[config.mk]
export PLATFORM = sky130hd
export DESIGN_NAME = usb_rx
export DESIGN_NICKNAME = d
export VERILOG_FILES = /design/src/rtl/usb_rx_pkg.sv /design/src/rtl/usb_rx_dpll.sv /design/src/rtl/usb_rx.sv
export SDC_FILE = /design/constraint.sdc
export NUM_CORES = 1
export LEC_CHECK = 0
export ABC_AREA = 1
export CAP_MARGIN = 20
export CORE_ASPECT_RATIO = 0.7
export CORE_MARGIN = 2
export CORE_UTILIZATION = 51
export CTS_CLUSTER_DIAMETER = 150
export DETAILED_ROUTE_END_ITERATION = 10
export GPL_TIMING_DRIVEN = 0
export PLACE_DENSITY_LB_ADDON = 0.1
export SETUP_SLACK_MARGIN = 0.02
export SYNTH_ARGS = -nofsm -noshare
export SYNTH_HDL_FRONTEND = slang
export SYNTH_HIERARCHICAL = 1
export SYNTH_SLANG_ARGS = --single-unit
[constraint.sdc]
create_clock -name clk -period 2.4 [get_ports clk]
set_clock_uncertainty 0.05 [all_clocks]
set_input_delay 0.48 -clock clk [delete_from_list [all_inputs] [get_ports clk]]
set_output_delay 0.48 -clock clk [all_outputs]
set_load 0.005 [all_outputs]
[src/rtl/usb_rx_pkg.sv]
// -----------------------------------------------------------------------------
// types
//   Shared definitions for the low-speed USB receive path.
//   - line_state_t   : decoded {D+,D-} bus state (encoding equals {d_p,d_n})
//   - usb_rx_state_t : receive FSM states
//   - decode_line()  : maps a raw {d_p,d_n} pair to a line state, folding
//                      the illegal SE1 condition into SE0
// -----------------------------------------------------------------------------
package types;

    // Encoding is chosen so that the raw {d_p,d_n} pair maps directly.
    typedef enum logic [1:0] {
        SE0 = 2'b00,
        J   = 2'b01,
        K   = 2'b10,
        SE1 = 2'b11
    } line_state_t;

    typedef enum logic [2:0] {
        IDLE,
        SYNC,
        ACTIVE,
        EOP,
        ABORT
    } usb_rx_state_t;

    // Ones run length after which the next bit on the wire is a stuffed zero.
    localparam logic [2:0] STUFF_RUN = 3'd6;

    // SYNC needs at least this many decoded zeros before its closing one.
    localparam logic [2:0] SYNC_MIN_ZEROS = 3'd3;

    // SE1 is never legal on a healthy bus; treating it as SE0 makes a glitch
    // look like a bus reset/EOP rather than a data symbol.
    function automatic line_state_t decode_line(input logic [1:0] dpdn);
        line_state_t ls;
        case (dpdn)
            2'b01:   ls = J;
            2'b10:   ls = K;
            default: ls = SE0;
        endcase
        return ls;
    endfunction

endpackage

[src/rtl/usb_rx_dpll.sv]
// -----------------------------------------------------------------------------
// usb_rx_dpll
//   Bit-timing recovery for the low-speed receiver. Synchronizes the
//   asynchronous D+/D- pair with two flops, decodes the line state, and runs
//   a free-wrapping phase counter that re-aligns on every line transition.
//   A sample strobe marks the middle of each bit cell.
//
//   Ports
//     clk        in   system clock
//     reset      in   synchronous active-high reset
//     d_p, d_n   in   raw USB D+/D- (asynchronous)
//     line_state out  synchronized, decoded line state (SE1 folded to SE0)
//     sample     out  one-cycle strobe at the mid-bit phase
// -----------------------------------------------------------------------------
module usb_rx_dpll
    import types::*;
#(
    parameter int CLK_PER_BIT  = 16,
    parameter int SAMPLE_PHASE = 7
) (
    input  logic        clk,
    input  logic        reset,
    input  logic        d_p,
    input  logic        d_n,
    output line_state_t line_state,
    output logic        sample
);

    localparam int PW = $clog2(CLK_PER_BIT);

    logic [1:0]    raw_pair;
    logic [1:0]    sync_pair;
    line_state_t   prev_q;
    logic [PW-1:0] phase_q;
    logic [PW-1:0] phase_d;
    logic          line_change;

    assign raw_pair = {d_p, d_n};

    // Independent two-flop synchronizer per wire. A skew between the two
    // wires only produces a one-cycle intermediate state, which the phase
    // counter absorbs as an extra re-alignment.
    generate
        for (genvar gi = 0; gi < 2; gi++) begin : g_sync
            logic meta_q;
            logic sync_q;
            always_ff @(posedge clk) begin
                if (reset) begin
                    meta_q <= 1'b0;
                    sync_q <= 1'b0;
                end else begin
                    meta_q <= raw_pair[gi];
                    sync_q <= meta_q;
                end
            end
            assign sync_pair[gi] = sync_q;
        end
    endgenerate

    assign line_state  = decode_line(sync_pair);
    assign line_change = (line_state != prev_q);

    always_comb begin
        phase_d = phase_q + 1'b1;
        if (line_change || (phase_q == PW'(CLK_PER_BIT - 1))) begin
            phase_d = '0;
        end
    end

    always_ff @(posedge clk) begin
        if (reset) begin
            prev_q  <= SE0;
            phase_q <= '0;
        end else begin
            prev_q  <= line_state;
            phase_q <= phase_d;
        end
    end

    assign sample = (phase_q == PW'(SAMPLE_PHASE));

endmodule

[src/rtl/usb_rx.sv]
// -----------------------------------------------------------------------------
// usb_rx
//   Low-speed (1.5 Mbit/s) USB receive serial interface engine at 24 MHz.
//   Takes mid-bit samples from usb_rx_dpll, NRZI-decodes them, removes
//   stuffed bits, tracks SYNC/EOP and assembles bytes LSB first.
//
//   Ports
//     clk        in   system clock (24 MHz)
//     reset      in   synchronous active-high reset
//     d_p, d_n   in   raw USB D+/D- (asynchronous)
//     rx_data    out  last received byte, updated with rx_valid
//     rx_active  out  high from SYNC completion until EOP/abort completion
//     rx_valid   out  one-cycle pulse per received byte
//     rx_error   out  one-cycle pulse on stuff error or misaligned EOP
// -----------------------------------------------------------------------------
module usb_rx
    import types::*;
#(
    parameter int CLK_PER_BIT  = 16,
    parameter int SAMPLE_PHASE = 7
) (
    input  logic       clk,
    input  logic       reset,
    input  logic       d_p,
    input  logic       d_n,
    output logic [7:0] rx_data,
    output logic       rx_active,
    output logic       rx_valid,
    output logic       rx_error
);

    line_state_t   line_state;
    logic          sample;

    usb_rx_state_t state_q, state_d;
    line_state_t   prev_q, prev_d;     // previous J/K sample for NRZI
    logic [2:0]    zero_cnt_q, zero_cnt_d;
    logic [2:0]    ones_cnt_q, ones_cnt_d;
    logic [2:0]    bit_cnt_q, bit_cnt_d;
    logic [2:0]    j_cnt_q, j_cnt_d;
    logic          se0_seen_q, se0_seen_d;
    logic [7:0]    shift_q, shift_d;
    logic [7:0]    data_q, data_d;
    logic          valid_q, valid_d;
    logic          active_q, active_d;
    logic          error_q, error_d;
    logic          dec_bit;

    usb_rx_dpll #(
        .CLK_PER_BIT  (CLK_PER_BIT),
        .SAMPLE_PHASE (SAMPLE_PHASE)
    ) u_dpll (
        .clk        (clk),
        .reset      (reset),
        .d_p        (d_p),
        .d_n        (d_n),
        .line_state (line_state),
        .sample     (sample)
    );

    // NRZI: no change between samples is a 1, a change is a 0.
    assign dec_bit = (line_state == prev_q);

    always_comb begin
        state_d    = state_q;
        prev_d     = prev_q;
        zero_cnt_d = zero_cnt_q;
        ones_cnt_d = ones_cnt_q;
        bit_cnt_d  = bit_cnt_q;
        j_cnt_d    = j_cnt_q;
        se0_seen_d = se0_seen_q;
        shift_d    = shift_q;
        data_d     = data_q;
        active_d   = active_q;
        valid_d    = 1'b0;
        error_d    = 1'b0;

        case (state_q)
            IDLE: begin
                active_d = 1'b0;
                prev_d   = J;
                if (sample && (line_state == K)) begin
                    state_d    = SYNC;
                    zero_cnt_d = 3'd1;
                    prev_d     = K;
                end
            end

            SYNC: begin
                if (sample) begin
                    if (line_state == SE0) begin
                        state_d = IDLE;
                        prev_d  = J;
                    end else if (!dec_bit) begin
                        prev_d = line_state;
                        if (zero_cnt_q != 3'd7) begin
                            zero_cnt_d = zero_cnt_q + 3'd1;
                        end
                    end else if (zero_cnt_q >= SYNC_MIN_ZEROS) begin
                        state_d    = ACTIVE;
                        active_d   = 1'b1;
                        bit_cnt_d  = 3'd0;
                        ones_cnt_d = 3'd0;
                        prev_d     = line_state;
                    end else begin
                        state_d = IDLE;
                        prev_d  = J;
                    end
                end
            end

            ACTIVE: begin
                if (sample) begin
                    if (line_state == SE0) begin
                        state_d = EOP;
                        // A partial byte at EOP is dropped and flagged once.
                        if (bit_cnt_q != 3'd0) begin
                            error_d = 1'b1;
                        end
                    end else begin
                        prev_d = line_state;
                        if (ones_cnt_q == STUFF_RUN) begin
                            // This bit must be a stuffed zero; it never
                            // reaches the shift register.
                            if (dec_bit) begin
                                error_d    = 1'b1;
                                state_d    = ABORT;
                                j_cnt_d    = 3'd0;
                                se0_seen_d = 1'b0;
                            end else begin
                                ones_cnt_d = 3'd0;
                            end
                        end else begin
                            ones_cnt_d = dec_bit ? (ones_cnt_q + 3'd1) : 3'd0;
                            shift_d    = {dec_bit, shift_q[7:1]};
                            bit_cnt_d  = bit_cnt_q + 3'd1;
                            if (bit_cnt_q == 3'd7) begin
                                data_d  = {dec_bit, shift_q[7:1]};
                                valid_d = 1'b1;
                            end
                        end
                    end
                end
            end

            EOP: begin
                if (sample && (line_state != SE0)) begin
                    // Either J or K ends the packet; a K here does not
                    // start a new SYNC.
                    state_d  = IDLE;
                    active_d = 1'b0;
                    prev_d   = J;
                end
            end

            ABORT: begin
                if (sample) begin
                    case (line_state)
                        SE0: begin
                            se0_seen_d = 1'b1;
                            j_cnt_d    = 3'd0;
                        end
                        J: begin
                            if (se0_seen_q || (j_cnt_q == 3'd7)) begin
                                state_d  = IDLE;
                                active_d = 1'b0;
                                prev_d   = J;
                            end else begin
                                j_cnt_d = j_cnt_q + 3'd1;
                            end
                        end
                        default: begin
                            se0_seen_d = 1'b0;
                            j_cnt_d    = 3'd0;
                        end
                    endcase
                end
            end

            default: begin
                state_d  = IDLE;
                active_d = 1'b0;
                prev_d   = J;
            end
        endcase
    end

    always_ff @(posedge clk) begin
        if (reset) begin
            state_q    <= IDLE;
            prev_q     <= J;
            zero_cnt_q <= 3'd0;
            ones_cnt_q <= 3'd0;
            bit_cnt_q  <= 3'd0;
            j_cnt_q    <= 3'd0;
            se0_seen_q <= 1'b0;
            shift_q    <= 8'd0;
            data_q     <= 8'd0;
            valid_q    <= 1'b0;
            active_q   <= 1'b0;
            error_q    <= 1'b0;
        end else begin
            state_q    <= state_d;
            prev_q     <= prev_d;
            zero_cnt_q <= zero_cnt_d;
            ones_cnt_q <= ones_cnt_d;
            bit_cnt_q  <= bit_cnt_d;
            j_cnt_q    <= j_cnt_d;
            se0_seen_q <= se0_seen_d;
            shift_q    <= shift_d;
            data_q     <= data_d;
            valid_q    <= valid_d;
            active_q   <= active_d;
            error_q    <= error_d;
        end
    end

    assign rx_data   = data_q;
    assign rx_valid  = valid_q;
    assign rx_active = active_q;
    assign rx_error  = error_q;

endmodule

======== After elaboration in Yosys (flattened, before gate mapping) ========
Cells that the tools add are included.
cells by class
  add/subtract/negate cells ............... 5
  magnitude comparators ................... 1
  reductions and logical operators ........ 24
  bitwise operators ....................... 4
  equal/unequal tests ..................... 38
  multiplexer cells ....................... 75
operators with widths
  operator                                       count
  2-to-1 mux 3 bit                               35
  != test 2 bit, second input constant           17
  2-to-1 mux 2 bit                               12
  case mux 3 bit (2 select lines)                4
  AND reduction 7 bit                            3
  2-to-1 mux 1 bit                               18
  != test 3 bit, second input constant           6
  AND reduction 8 bit                            2
  case mux 3 bit (5 select lines)                1
  adder 3 x 1 -> 3 bit, second input constant    4
  == test 3 bit, second input constant           4
  case mux 2 bit (5 select lines)                1
  AND reduction 10 bit                           1
  AND reduction 9 bit                            1
  nonzero test 2 bit                             4
  == test 3 x 2 -> 1 bit, second input constant  2
  AND reduction 6 bit                            1
  AND reduction 5 bit                            1
  OR reduction 5 bit                             1
  adder 4 x 1 -> 4 bit, second input constant    1
  == test 2 x 1 -> 1 bit, second input constant  2
  == test 2 bit, second input constant           2
  == test 4 x 3 -> 1 bit, second input constant  1
  == test 4 bit, second input constant           1
  16 further kinds                               22
word-level totals
  bits in registers ....................... 47
  input port bits ......................... 4

======== Depth between registers and ports, before layout ========
  depth after elaboration ................. 8
  depth in mapped cells ................... 13
  gate-level depth less buffers ........... 13

======== By module ========
The synthesis kept the hierarchy.
modules (own cells, without submodules)
  module       seq. area each (um2)  times used  area an instance (um2)  cells an instance
  usb_rx       720.7                 1           2037.0                  305
  usb_rx_dpll  200.2                 1           415.4                   51

======== Least setup slack after synthesis ========
OpenSTA, ideal clock, no wires.
  kind .................................... reg-to-reg
  from .................................... register u_dpll.phase_q[0]
  to ...................................... register zero_cnt_q[1]
  slack ................................... 0.591 ns
  stages on the path, launching flop included .. 11
  setup time .............................. 0.114 ns
  arrival time ............................ 1.646 ns
  data required time ...................... 2.236 ns
  buffers on the path ..................... 0
  clock period less this slack ............ 1.809 ns
  cell sequence ........................... dfxtp_1 > ha_1 > nand2_1 > nor2_1 > inv_1 > nand2_1 > nand2_1 > nor2_1 > nand2_2 > a21oi_1 > nor2_1
between the ends
  word-level cells in the longest chain between the ends .. 4
RTL lines
  item                                    line               text
  start: declaration                      usb_rx_dpll.sv:34  logic [PW-1:0] phase_q;
  start signal: assignment                usb_rx_dpll.sv:76  phase_q <= phase_d;
  == test 4 x 3 -> 1 bit *                usb_rx_dpll.sv:80  assign sample = (phase_q == PW'(SAMPLE_PHASE));
  via sample                              usb_rx.sv:33       logic sample;
  logical AND 1 bit                       usb_rx.sv:82       if (sample && (line_state == K)) begin
  != test 2 bit (no source line)          n/a
  AND reduction 6 bit (no source line) *  n/a
  end signal: assignment                  usb_rx.sv:205      zero_cnt_q <= zero_cnt_d;
  end: declaration                        usb_rx.sv:37       logic [2:0] zero_cnt_q, zero_cnt_d;
The timed path passes the listed nets; every way through them passes the cells marked *.
A chain may end at the register's enable or synchronous reset.

==> out/results.txt <==
Status - finished clean
Vias per inst - 4.87
Crit path DAT - 2.28 ns
Crit path time final - 2.12 ns
Core Area - 4700 µm²
Sequential share of the synthesized area - 0.376
Maximum VDD drop - 0.534 mV
Post-synthesis simple-gate area fraction - 0.398
Wirelength, routed - 4740 µm
Clock latency on the worst-skew pair - 0.30 ns
Vias in the first global route - 1766
Slew headroom - 0.587
Post-route ant nets - 0
R2R cell count - 10
Global-route wire length before repair - 8010 µm
Crit path kind - register to register
Sw Ratio - 0.422
Final Cycle Share - 0.885
Internal power - 1.37 mW
Drt pass-1 iters - 5
Switching power - 0.998 mW
Final Hold Viols - 0
Slew @ Worst Pin - 0.614 ns
Ys Warns - 6
Cts hold-fix bufs - 0
Synthesized-area fraction occupied by ao, oa, aoi and oai cells - 0.0735
Area after DPL - 2660 µm²
Mean post-synth cell area - 6.89 µm²
Most used DFF post-synth - dfxtp_1
Layout cell share with drive strength beyond 1 - 0.122
Hold Crit Depth - 2
Sequential group share of total power - 0.376
H-tree levels - 2
RSZ-0062 raised after global routing - no
Largest family of logic cells by synthesized area - simple AND/OR/NAND/NOR gates
I/O pin cnt - 15
Tightest Hold Check Type - register to register
Root Buffer - clkbuf_8
Gr usage total - 0.194
Nets - 392
Total Die Area - 5390 µm²
Crit-path max FO - 6
HP Start - u_dpll/g_sync[0].meta_q$_SDFF_PP0_
Chip height - 62.0 µm
Starting Density - 0.521
FF+latch count, synth - 46
Die W - 86.9 µm
Routed via count - 2117
CTS Buf Count - 5
Max-cap violations - 0
DRT iter0 DRCs - 105
Final setup vio count - 0
CTS tree - yes
FILL cells - 448
Critical Path RT - 2.55 ns
Most common cell in the netlist - nand2_1
Comb power frac - 0.414
R2R Path Start - u_dpll/phase_q[0]$_SDFF_PP0_
Largest net degree at the start of global routing - 17
Worst Setup Start Kind - register
Place WS - 0.0837 ns
Post-Route Setup TNS - 0 ns
Area growth from synthesis to layout - 12.4%
Static leakage - 1.34 nW
Clock buffer depth - 2
R2r endpoint - prev_q[0]$_SDFFE_PP1P_
Multiplexer share of the synthesized area - 0.00408
Top cells by count, synth - nand2_1, nor2_1, dfxtp_1, inv_1
Placed wire-length estimate - 3590 µm
CTS resizes - 0
Final Worst Setup Slack - 0.277 ns
ANT cells - 0
Post-route cell area - 2760 µm²
Port Buffers - 14
Cell area after synthesis - 2450 µm²
Buffer count from post-CTS setup fixing - 0
Clock share of power - 0.210
Synth area leaders - dfxtp_1, nand2_1, nor2_1
CP Capture Type - register
PwrDens - 858 nW/µm²
Grt total ovfl - 0
Hold Path End - u_dpll/g_sync[0].sync_q$_SDFF_PP0_
Synth Area in XOR/XNOR - 0.00357
Wire length per cell - 10.9 µm
Mapped Nets - 371
Fmax - 471 MHz
Synth top area share - 0.376
Initial antenna violation count - 0
Reg2Reg Setup Slack - 0.28 ns
RD Place Congestion - 0.840
CTS sink count - 46
Total Power - 2.37 mW
Slew Limit Fails - 0
Post-synth EDFFs - 0
Reg clk slew, reported paths - 0.09 ns
Row Count - 21
Post-synth top area cell - dfxtp_1
Post-Synth Adder-Cell Area - 0.0561
Syn Inst Count - 356
Drt drc - 0
Post-synthesis cell type count - 29
Synth async-reset ratio - 0
area by class of cell:
type                       instances  area, µm²  area share
tap                               57       71.3      0.0259
sequential                        46        921       0.334
multi-input combinational        255       1310       0.476
inverter                          51        196      0.0712
clock inverter                     3       25.0     0.00907
clock buffer                       5       68.8      0.0250
buffer                             4       22.5     0.00817
timing repair buffer              14        140      0.0508
state kept, by name (all words and copies together), names as in the netlist:
| signal | count |
|---|---|
| rx_data | 8 |
| u_dpll/phase_q | 4 |
| rx_active | 1 |
| rx_valid | 1 |
| u_dpll/g_sync.sync_q | 2 |
| rx_error | 1 |
| zero_cnt_q | 3 |
| u_dpll/prev_q | 2 |
| shift_q | 7 |
| se0_seen_q | 1 |
| bit_cnt_q | 3 |
| state_q | 3 |
| ones_cnt_q | 3 |
| u_dpll/g_sync.meta_q | 2 |
| j_cnt_q | 3 |
| prev_q | 2 |
stage by stage:
stage / utilization / hold WS (ns) / std cells
floorplan: - / 0.338 / 356
global placement: 0.566 / 0.340 / 427
detailed placement: 0.566 / 0.351 / 427
CTS: 0.586 / 0.363 / 435
global route: 0.586 / 0.381 / 435
finish: 0.586 / 0.359 / 435
power by group through the flow:
| stage | clock network (mW) | logic (mW) | registers (mW) |
|---|---|---|---|
| 6_report | 0.497 | 0.979 | 0.890 |
| 2_1_floorplan | 0 | 0.770 | 0.894 |
| 3_3_place_gp | 0 | 0.953 | 0.903 |
| 3_5_place_dp | 0 | 0.961 | 0.907 |
| 4_1_cts | 0.517 | 0.966 | 0.889 |
| 5_1_grt | 0.544 | 1.12 | 0.898 |
logic make-up (layout without fill, tap and decap cells):
family	after synthesis	after routing
mux	1	1
xor+xnor	1	1
fa+ha+maj	11	11
simple gates	207	207
compound gates	35	35
flops	46	46
buf+inv	55	77
critical path: stages, from the launching register on:
cell,delay (ns)
dfxtp_1,0.40
ha_1,0.22
nand2_1,0.07
nor2_1,0.42
nand2_2,0.17
nand2_1,0.12
nand2_2,0.08
nor2_1,0.24
nand3_1,0.12
nand2_1,0.08
nand2_1,0.04
cells in the final DEF (no fill, tap or decap), types with 4 or more instances in the layout:
| cell | count |
|---|---|
| a21oi_1 | 17 |
| clkbuf_8 | 5 |
| clkdlybuf4s50_1 | 14 |
| dfxtp_1 | 46 |
| ha_1 | 11 |
| inv_1 | 42 |
| inv_2 | 6 |
| nand2_1 | 91 |
| nand2_2 | 8 |
| nand3_1 | 17 |
| nand4_1 | 7 |
| nor2_1 | 65 |
| nor3_2 | 4 |
| o21ai_0 | 16 |
per-layer routing:
layer	global-route usage	vias to the layer above	routed length [µm]
li1	-	1153	-
met1	0.290	913	2640
met2	0.269	45	1790
met3	0.0423	6	233
met4	0.0804	0	82
met5	0	-	0
worst max path at each step:
| stage | endpoint | startpoint |
|---|---|---|
| CTS | zero_cnt_q[1]$_SDFFE_PP0P_ | u_dpll/phase_q[0]$_SDFF_PP0_ |
| detailed placement | rx_data[5]$_SDFFE_PP0P_ | reset |
| floorplan | zero_cnt_q[1]$_SDFFE_PP0P_ | u_dpll/phase_q[0]$_SDFF_PP0_ |
| global placement | shift_q[3]$_SDFFE_PP0P_ | reset |
| finish | prev_q[0]$_SDFFE_PP1P_ | u_dpll/phase_q[0]$_SDFF_PP0_ |
| global route | zero_cnt_q[1]$_SDFFE_PP0P_ | u_dpll/phase_q[0]$_SDFF_PP0_ |
Power figures use the tool's default switching activity.
